===== src/rtl/range_sampler_pkg.sv =====
// Shared definitions for the random-value consumer: FSM encoding, default
// parameter values and a sizing helper for the retry counter.
package range_sampler_pkg;

  typedef enum logic [1:0] {
    IDLE     = 2'd0,
    REDUCE   = 2'd1,
    RESAMPLE = 2'd2,
    VALID    = 2'd3
  } state_e;

  localparam int DEF_WIDTH   = 7;
  localparam int DEF_SPAN    = 40;
  localparam int DEF_MIN_VAL = 10;

  // A zero-retry configuration still needs a one-bit counter to stay legal.
  function automatic int retry_bits(input int max_retry);
    return (max_retry > 0) ? $clog2(max_retry + 1) : 1;
  endfunction

endpackage


===== src/rtl/range_sampler.sv =====
// Captures the generator's raw value on request, reduces it into
// MIN_VAL..MIN_VAL+SPAN-1 by repeated subtraction and delivers it over valid/ack.
module range_sampler
  import range_sampler_pkg::*;
#(
  parameter int WIDTH     = DEF_WIDTH,
  parameter int OUT_WIDTH = 7,
  parameter int MIN_VAL   = DEF_MIN_VAL,
  parameter int SPAN      = DEF_SPAN,
  parameter bit NO_REPEAT = 1'b1,
  parameter int MAX_RETRY = 3
) (
  input  logic                 clk_sampler,
  input  logic                 rst_sampler_n,
  output logic                 o_roll,
  input  logic [WIDTH-1:0]     i_random_binary,
  input  logic                 i_req,
  output logic                 o_busy,
  output logic                 o_valid,
  input  logic                 i_ack,
  output logic [OUT_WIDTH-1:0] o_value
);

  localparam int RW = retry_bits(MAX_RETRY);

  // SPAN may equal 2^WIDTH, so the compare needs one extra bit.
  localparam logic [WIDTH:0]     SPAN_W      = (WIDTH + 1)'(SPAN);
  localparam logic [OUT_WIDTH-1:0] MIN_W     = OUT_WIDTH'(MIN_VAL);
  localparam logic [RW-1:0]      RETRY_MAX_W = RW'(MAX_RETRY);

  state_e                 state_q, state_d;
  logic [WIDTH-1:0]       work_q, work_d;
  logic [WIDTH-1:0]       last_off_q, last_off_d;
  logic                   have_last_q, have_last_d;
  logic [RW-1:0]          retry_q, retry_d;
  logic                   roll_q, roll_d;
  logic                   busy_q, busy_d;
  logic                   valid_q, valid_d;
  logic [OUT_WIDTH-1:0]   value_q, value_d;

  logic [WIDTH:0]         work_ext;
  logic [WIDTH:0]         work_minus;
  logic                   reject;

  assign work_ext   = {1'b0, work_q};
  assign work_minus = work_ext - SPAN_W;
  assign reject     = NO_REPEAT && have_last_q && (work_q == last_off_q)
                      && (retry_q < RETRY_MAX_W);

  // NOTE: every variable gets a default before the case so no path leaves one
  // unassigned; a missing default here would infer a latch.
  always_comb begin
    state_d     = state_q;
    work_d      = work_q;
    last_off_d  = last_off_q;
    have_last_d = have_last_q;
    retry_d     = retry_q;
    value_d     = value_q;
    roll_d      = 1'b1;

    unique case (state_q)
      IDLE: begin
        if (i_req) begin
          work_d  = i_random_binary;
          retry_d = '0;
          state_d = REDUCE;
        end
      end
      REDUCE: begin
        if (work_ext >= SPAN_W) begin
          work_d = work_minus[WIDTH-1:0];
        end else if (reject) begin
          retry_d = retry_q + RW'(1);
          state_d = RESAMPLE;
        end else begin
          value_d     = MIN_W + OUT_WIDTH'(work_q);
          last_off_d  = work_q;
          have_last_d = 1'b1;
          state_d     = VALID;
        end
      end
      RESAMPLE: begin
        work_d  = i_random_binary;
        state_d = REDUCE;
      end
      VALID: begin
        // A request arriving with the ack is ignored; IDLE re-samples it.
        if (i_ack) state_d = IDLE;
      end
      default: state_d = IDLE;
    endcase

    // Status flags are registered from the next state so they line up with it.
    busy_d  = (state_d == REDUCE) || (state_d == RESAMPLE);
    valid_d = (state_d == VALID);
  end

  // NOTE: sequential state uses non-blocking assignments so every flop samples
  // the pre-edge values regardless of statement order.
  always_ff @(posedge clk_sampler or negedge rst_sampler_n) begin
    if (!rst_sampler_n) begin
      state_q     <= IDLE;
      work_q      <= '0;
      last_off_q  <= '0;
      have_last_q <= 1'b0;
      retry_q     <= '0;
      roll_q      <= 1'b0;
      busy_q      <= 1'b0;
      valid_q     <= 1'b0;
      value_q     <= '0;
    end else begin
      state_q     <= state_d;
      work_q      <= work_d;
      last_off_q  <= last_off_d;
      have_last_q <= have_last_d;
      retry_q     <= retry_d;
      roll_q      <= roll_d;
      busy_q      <= busy_d;
      valid_q     <= valid_d;
      value_q     <= value_d;
    end
  end

  assign o_roll  = roll_q;
  assign o_busy  = busy_q;
  assign o_valid = valid_q;
  assign o_value = value_q;

endmodule


===== config.mk =====
export PLATFORM = sky130hd
export DESIGN_NAME = range_sampler
export DESIGN_NICKNAME = d
export VERILOG_FILES = /design/src/rtl/range_sampler_pkg.sv /design/src/rtl/range_sampler.sv
export SDC_FILE = /design/constraint.sdc
export NUM_CORES = 1
export LEC_CHECK = 0
export BUFFER_PORTS_ARGS = -buffer_cell sky130_fd_sc_hd__buf_2
export CORE_ASPECT_RATIO = 1.4
export CORE_MARGIN = 10
export CORE_UTILIZATION = 55
export CTS_CLUSTER_DIAMETER = 60
export DETAILED_ROUTE_END_ITERATION = 7
export GPL_TIMING_DRIVEN = 0
export PLACE_DENSITY = 0.74
export SYNTH_ARGS = -nofsm -noshare
export SYNTH_HDL_FRONTEND = slang
export SYNTH_SLANG_ARGS = --single-unit

===== constraint.sdc =====
create_clock -name clk_sampler -period 4.9 [get_ports clk_sampler]
set_clock_uncertainty 0.1 [all_clocks]
set_input_delay 0.49 -clock clk_sampler [delete_from_list [all_inputs] [get_ports clk_sampler]]
set_output_delay 0.49 -clock clk_sampler [all_outputs]
set_load 0.02 [all_outputs]

Word level (Yosys, flattened, before mapping)

Index checks and enable logic that the tools add are counted.

Memories kept: 0
Flip-flop bits (word level): 29
Bits in read-only memories: 0
Output and inout bits: 10
Input bits: 11
Logic and storage cells: 48
Latch bits: 0
Bits in writable memories: 0

Reduce and logical (&&, ||, !) cells: 9
Add/subtract/negate cells: 3
Bitwise logic cells: 2
$mul: 0
Divide/modulo/power cells: 0
Mux-type cells: 12
Shifts and indexed selects: 0
Order comparisons: 2
Eq/ne operators: 11

Operator list:

| kind                | number |
|---|---|
| $pmux 7 s3          | 1 |
| $mux 7              | 2 |
| $mux 2              | 6 |
| $eq 2x2->1 const B  | 4 |
| $ne 2x2->1 const B  | 4 |
| $pmux 2 s4          | 1 |
| $add 4x7->7 const A | 1 |
| $eq 7x7->1          | 1 |
| $ge 7x6->1 const B  | 1 |
| $sub 7x6->7 const B | 1 |
| $reduce_and 3->1    | 2 |
| $eq 2x1->1 const B  | 2 |
| $pmux 2 s2          | 1 |
| $reduce_and 4->1    | 1 |
| $reduce_bool 3->1   | 1 |
| $add 2x1->2 const B | 1 |
| $logic_and 1x1->1   | 2 |
| $logic_not 2->1     | 1 |
| $lt 2x2->1 const B  | 1 |
| $not 1->1           | 2 |
| $reduce_bool 2->1   | 1 |
| $logic_or 1x1->1    | 1 |
| $mux 1              | 1 |

Longest topological paths before layout

Depth after elaboration: 8
Mapped depth: 9
Depth with buffers taken out: 7

Least setup slack after synthesis

No wires, ideal clock.

Path type: reg2reg
From: register work_q[3]
To: register busy_q, in the netlist o_busy
Arrival: 1.936 ns
Data required time: 4.674 ns
Library setup time: 0.126 ns
Period minus slack after synthesis: 2.162 ns
Slack: 2.738 ns
Stages on the path, launching flop included: 10
Path buffers: 2
Cells stage by stage: dfrtp_1 -> buf_2 -> inv_1 -> ha_1 -> o32ai_1 -> or3_1 -> buf_6 -> nor2b_1 -> a311oi_1 -> ha_1

Cells in the longest elaborated chain, start to end: 8
Elaborated cells between the ends (all ways): 10
Classes of those cells: 1 x order compare; 3 x eq/ne; 3 x mux; 3 x reduce/logical

RTL lines:

| what                                               | line                 | RTL |
|---|---|---|
| start, declared                                    | range_sampler.sv:32  | `logic [WIDTH-1:0] work_q, work_d;` |
| start signal, assigned                             | range_sampler.sv:113 | `work_q <= work_d;` |
| branches (longest 4 deep; another with $ge 7x6->1) | n/a                  |  |
| $mux 2 (*)                                         | range_sampler.sv:70  | `if (work_ext >= SPAN_W) begin` |
| $pmux 2 s4 (*)                                     | range_sampler.sv:61  | `unique case (state_q)` |
| $eq 2x1->1 or $eq 2x2->1 (tied branches)           | range_sampler.sv:94  | `busy_d = (state_d == REDUCE) \|\| (state_d == RESAMPLE);` |
| $logic_or 1x1->1 (*)                               | range_sampler.sv:94  |  |
| named net busy_d                                   | range_sampler.sv:37  | `logic busy_q, busy_d;` |
| end signal, assigned                               | range_sampler.sv:118 | `busy_q <= busy_d;` |
| end, declared                                      | range_sampler.sv:37  |  |

Mark *: on every way through the listed nets, which the timed path passes.
A chain may end at the register's enable or synchronous reset.

Final worst setup path

Same ends and word-level chain as after synthesis.

==> summary.md <==
| Metric | Value |
|---|---|
| Cell at the root of the clock tree | `clkbuf_4` |
| Routability congestion estimate | `0.7494` |
| Global-route wire length before repair | `4747 microns` |
| Pre-CTS WS | `2443 ps` |
| Main combinational cell family by area after synthesis | `simple AND/OR/NAND/NOR gates` |
| Chip height | `between 80 and 90 microns` |
| Clock period minus final worst setup slack | `around 2500 ps` |
| Number of different library cells in the post-synthesis netlist | `35` |
| Arrival time of the worst setup path | `around 2600 ps` |
| Clock buffers created by TritonCTS | `3` |
| Number of ports placed on the die boundary | `21` |
| Placed cell areas | `1588 sq um` |
| TritonRoute pass-1 iters | `4` |
| Final-report setup violation count | `0` |
| Number of buffers inserted by hold repair at cts | `0` |
| Required time worst endpoint | `5030 ps` |
| Hold violation total from the final report | `0` |
| Fraction of layout instances using a drive strength above 1 | `roughly 29%` |
| Clk pin slew, worst setup/hold paths | `160 ps` |
| Ratio of final minimum period to clock period | `50.30%` |
| Post-CTS Resized | `0` |
| Compound-Gate Fraction of Synth Area | `just under 8%` |
| Estimated wirelength of the detail-placed design | `2076 microns` |
| Highest net fanout along the worst path | `9` |
| Syn_area_per_cell | `11.38 sq um` |
| Die extent in x | `63.32 microns` |
| Number of pins with negative max-slew slack in the final report | `0` |
| Share of synthesized area occupied by flip-flops and latches | `48.48%` |
| Post-Layout Inst Area | `approximately 1600 sq um` |
| Area share of the leading cell type in the synthesized netlist | `48.48%` |
| Initial detailed-routing violation count | `33` |
| Static power due to leakage | `0.7596 nW` |
| Routed length per instance | `14.68 microns` |
| PwrDens | `753.4 nW/um^2` |
| NumNets Final | `169` |
| Highest clock frequency the design can meet | `405.7 MHz` |
| Standard cell core area | `2444 sq um` |
| Critical path launch point type | `flip-flop` |
| Most common flop cell mapped by yosys | `dfrtp_1` |
| XOR/XNOR Fraction of Synth Area | `6.667%` |
| Yosys synthesis warning count | `0` |
| Num Clock Sinks | `28` |
| Number of placed instances, taps included | `181` |
| Fill cells | `198` |
| Clock network latency to the later pin of the worst-skew pair | `340 ps` |
| Type of the most critical hold path | `input port to asynchronous set/reset pin` |
| Syn Std Cell Area | `roughly 1400 sq um` |
| Unrepaired setup endpoints after global routing | `false` |
| Antenna violations before repair | `0` |
| Number of remaining DRC errors | `0` |
| Clock Path Buffers | `2` |
| Post-CTS setup buffer count | `0` |
| Most numerous cell types in the synthesized netlist | `28 x dfrtp_1, 17 x nand2_1, 9 x xnor2_1, 8 x mux2_4, 6 x ha_1` |
| Die area | `roughly 5000 sq um` |
| Fin cells | `185` |
| Total power of the final layout | `1.236 mW` |
| Cells after synthesis | `approximately 130` |
| Antenna diode count | `0` |
| Number of nets still failing antenna checks after routing | `0` |
| Number of port buffers | `20` |
| Routed wire length | `2716 microns` |
| Flops & latches, synth | `28` |
| Pin slew with the least headroom to its limit | `615.9 ps` |
| Worst Setup Path Type | `flip-flop to flip-flop` |
| Area overhead of the layout relative to synthesis | `13.51%` |
| Post-synthesis share of cell area spent on full adders, half adders and majority gates | `~5.2%` |
| Row count | `21` |
| Mean number of vias per cell | `5.270` |
| Crit path setup slack, layout | `2435 ps` |
| Overflow left after global routing | `0` |
| Critical Path Sink Type | `flip-flop` |
| Combined global-route utilization of all metal layers | `between 10% and 20%` |
| TritonCTS clock tree | `built` |
| Library cell with the highest instance count after synthesis | `dfrtp_1` |
| Outcome | `finished, final reports clean` |
| Cell type contributing the most total cell area after synthesis | `dfrtp_1` |
| Fraction of registers with async set or reset after synthesis | `100.0%` |
| Number of H-tree levels | `1` |
| Via count of the first global-routing pass | `roughly 1000` |
| Final standard cell utilization of the core | `approximately two thirds` |
| Syn nets | `between 100 and 150` |
| Simple-gate portion of the synthesized area | `about 15%` |
| Summed negative setup slack over all endpoints | `0 ps` |
| Smallest hold slack | `31.68 ps` |
| Multiplexer area fraction after synthesis | `11.26%` |
| Max-slew headroom | `between 50% and 60%` |
| Leading cell types by total area after synthesis | `dfrtp_1 48%, mux2_4 8.3%, xnor2_1 5.5%` |
| Maximum number of pins on one net before global-route repair | `29` |
| Number of enable flip-flop cells after synthesis | `0` |
| Worst voltage drop across the vdd grid | `0.4312 mV` |
| Total number of vias | `975` |
| Number of maximum-capacitance violations | `0` |
| Initial core utilization | `59.14%` |
## power by group
part	leakage, nW	internal (mW)	switching [mW]
Clock	0.0279	0.0829	0.0707
Combinational	0.391	0.332	0.340
Sequential	0.341	0.331	0.0783
## cell usage in the layout, fill, tap and decap left out, types with 3 or more instances in the layout
cell      netlist  routed
buf_2           2      22
nand2_1        17      17
a21oi_1         3       3
buf_6           3       3
clkbuf_4        0       3
mux2_4          8       8
o211ai_1        3       3
nor2b_1         3       3
ha_1            6       6
dfrtp_1        28      28
inv_1           4       4
xnor2_1         9       9
o21ai_0         5       5
nand3_1         3       3
nor2_1          4       4
## final cells by class
type / instances / area (sq um) / share of cell area, %
clock buffer: 3 / 22.52 / 1.373
buffer: 8 / 58.81 / 3.585
multi-input combinational: 87 / 670.6 / 40.88
timing repair buffer: 20 / 100.1 / 6.102
inverter: 4 / 15.01 / 0.9153
sequential: 28 / 700.7 / 42.72
tap: 34 / 42.54 / 2.593
clock inverter: 1 / 30.03 / 1.831
## worst max-delay path, cell delays in order, from the launching register on
cell and delay (ps):
dfrtp_1 410, buf_2 180, inv_1 100, ha_1 210, o32ai_1 160, or3_1 340, buf_6 150, nor2b_1 330
a311oi_1 100, ha_1 280
## registers in the layout (all words and copies together), names as in the netlist
name,cells
o_roll,1
last_off_q,7
o_valid,1
retry_q,2
have_last_q,1
state_q,2
o_value,6
o_busy,1
work_q,7
## path summary, 6_finish.rpt
path	startpoint	endpoint	slack (ps)	cells after the start
worst max register to register	work_q[3]$_DFFE_PN0P_	o_busy$_DFF_PN0_	2440	9
max in group asynchronous	rst_sampler_n	work_q[0]$_DFFE_PN0P_	4260	1
worst max-delay path	work_q[3]$_DFFE_PN0P_	o_busy$_DFF_PN0_	2440	9
worst min register to register	have_last_q$_DFFE_PN0P_	have_last_q$_DFFE_PN0P_	400	1
worst min-delay path	rst_sampler_n	last_off_q[5]$_DFFE_PN0P_	30	1
min in group clk_sampler	i_random_binary[1]	work_q[1]$_DFFE_PN0P_	220	3
## logic make-up (layout without fill, tap and decap cells)
group / count (synthesis) / count (layout)
buf+inv: 12 / 36
flops: 28 / 28
simple gates: 40 / 40
fa+ha+maj: 6 / 6
mux: 12 / 12
other cells: 1 / 1
compound gates: 17 / 17
xor+xnor: 11 / 11
## layer usage
| layer | global-route usage [%] | part of all wire (%) |
|---|---|---|
| met3 | 3.056 | 4.7 |
| met2 | 21.37 | 53 |
| met5 | 0 | 0 |
| met1 | 11.56 | 41 |
| met4 | 5.702 | 1.8 |
Note: power is estimated with default switching activity, not from simulation.
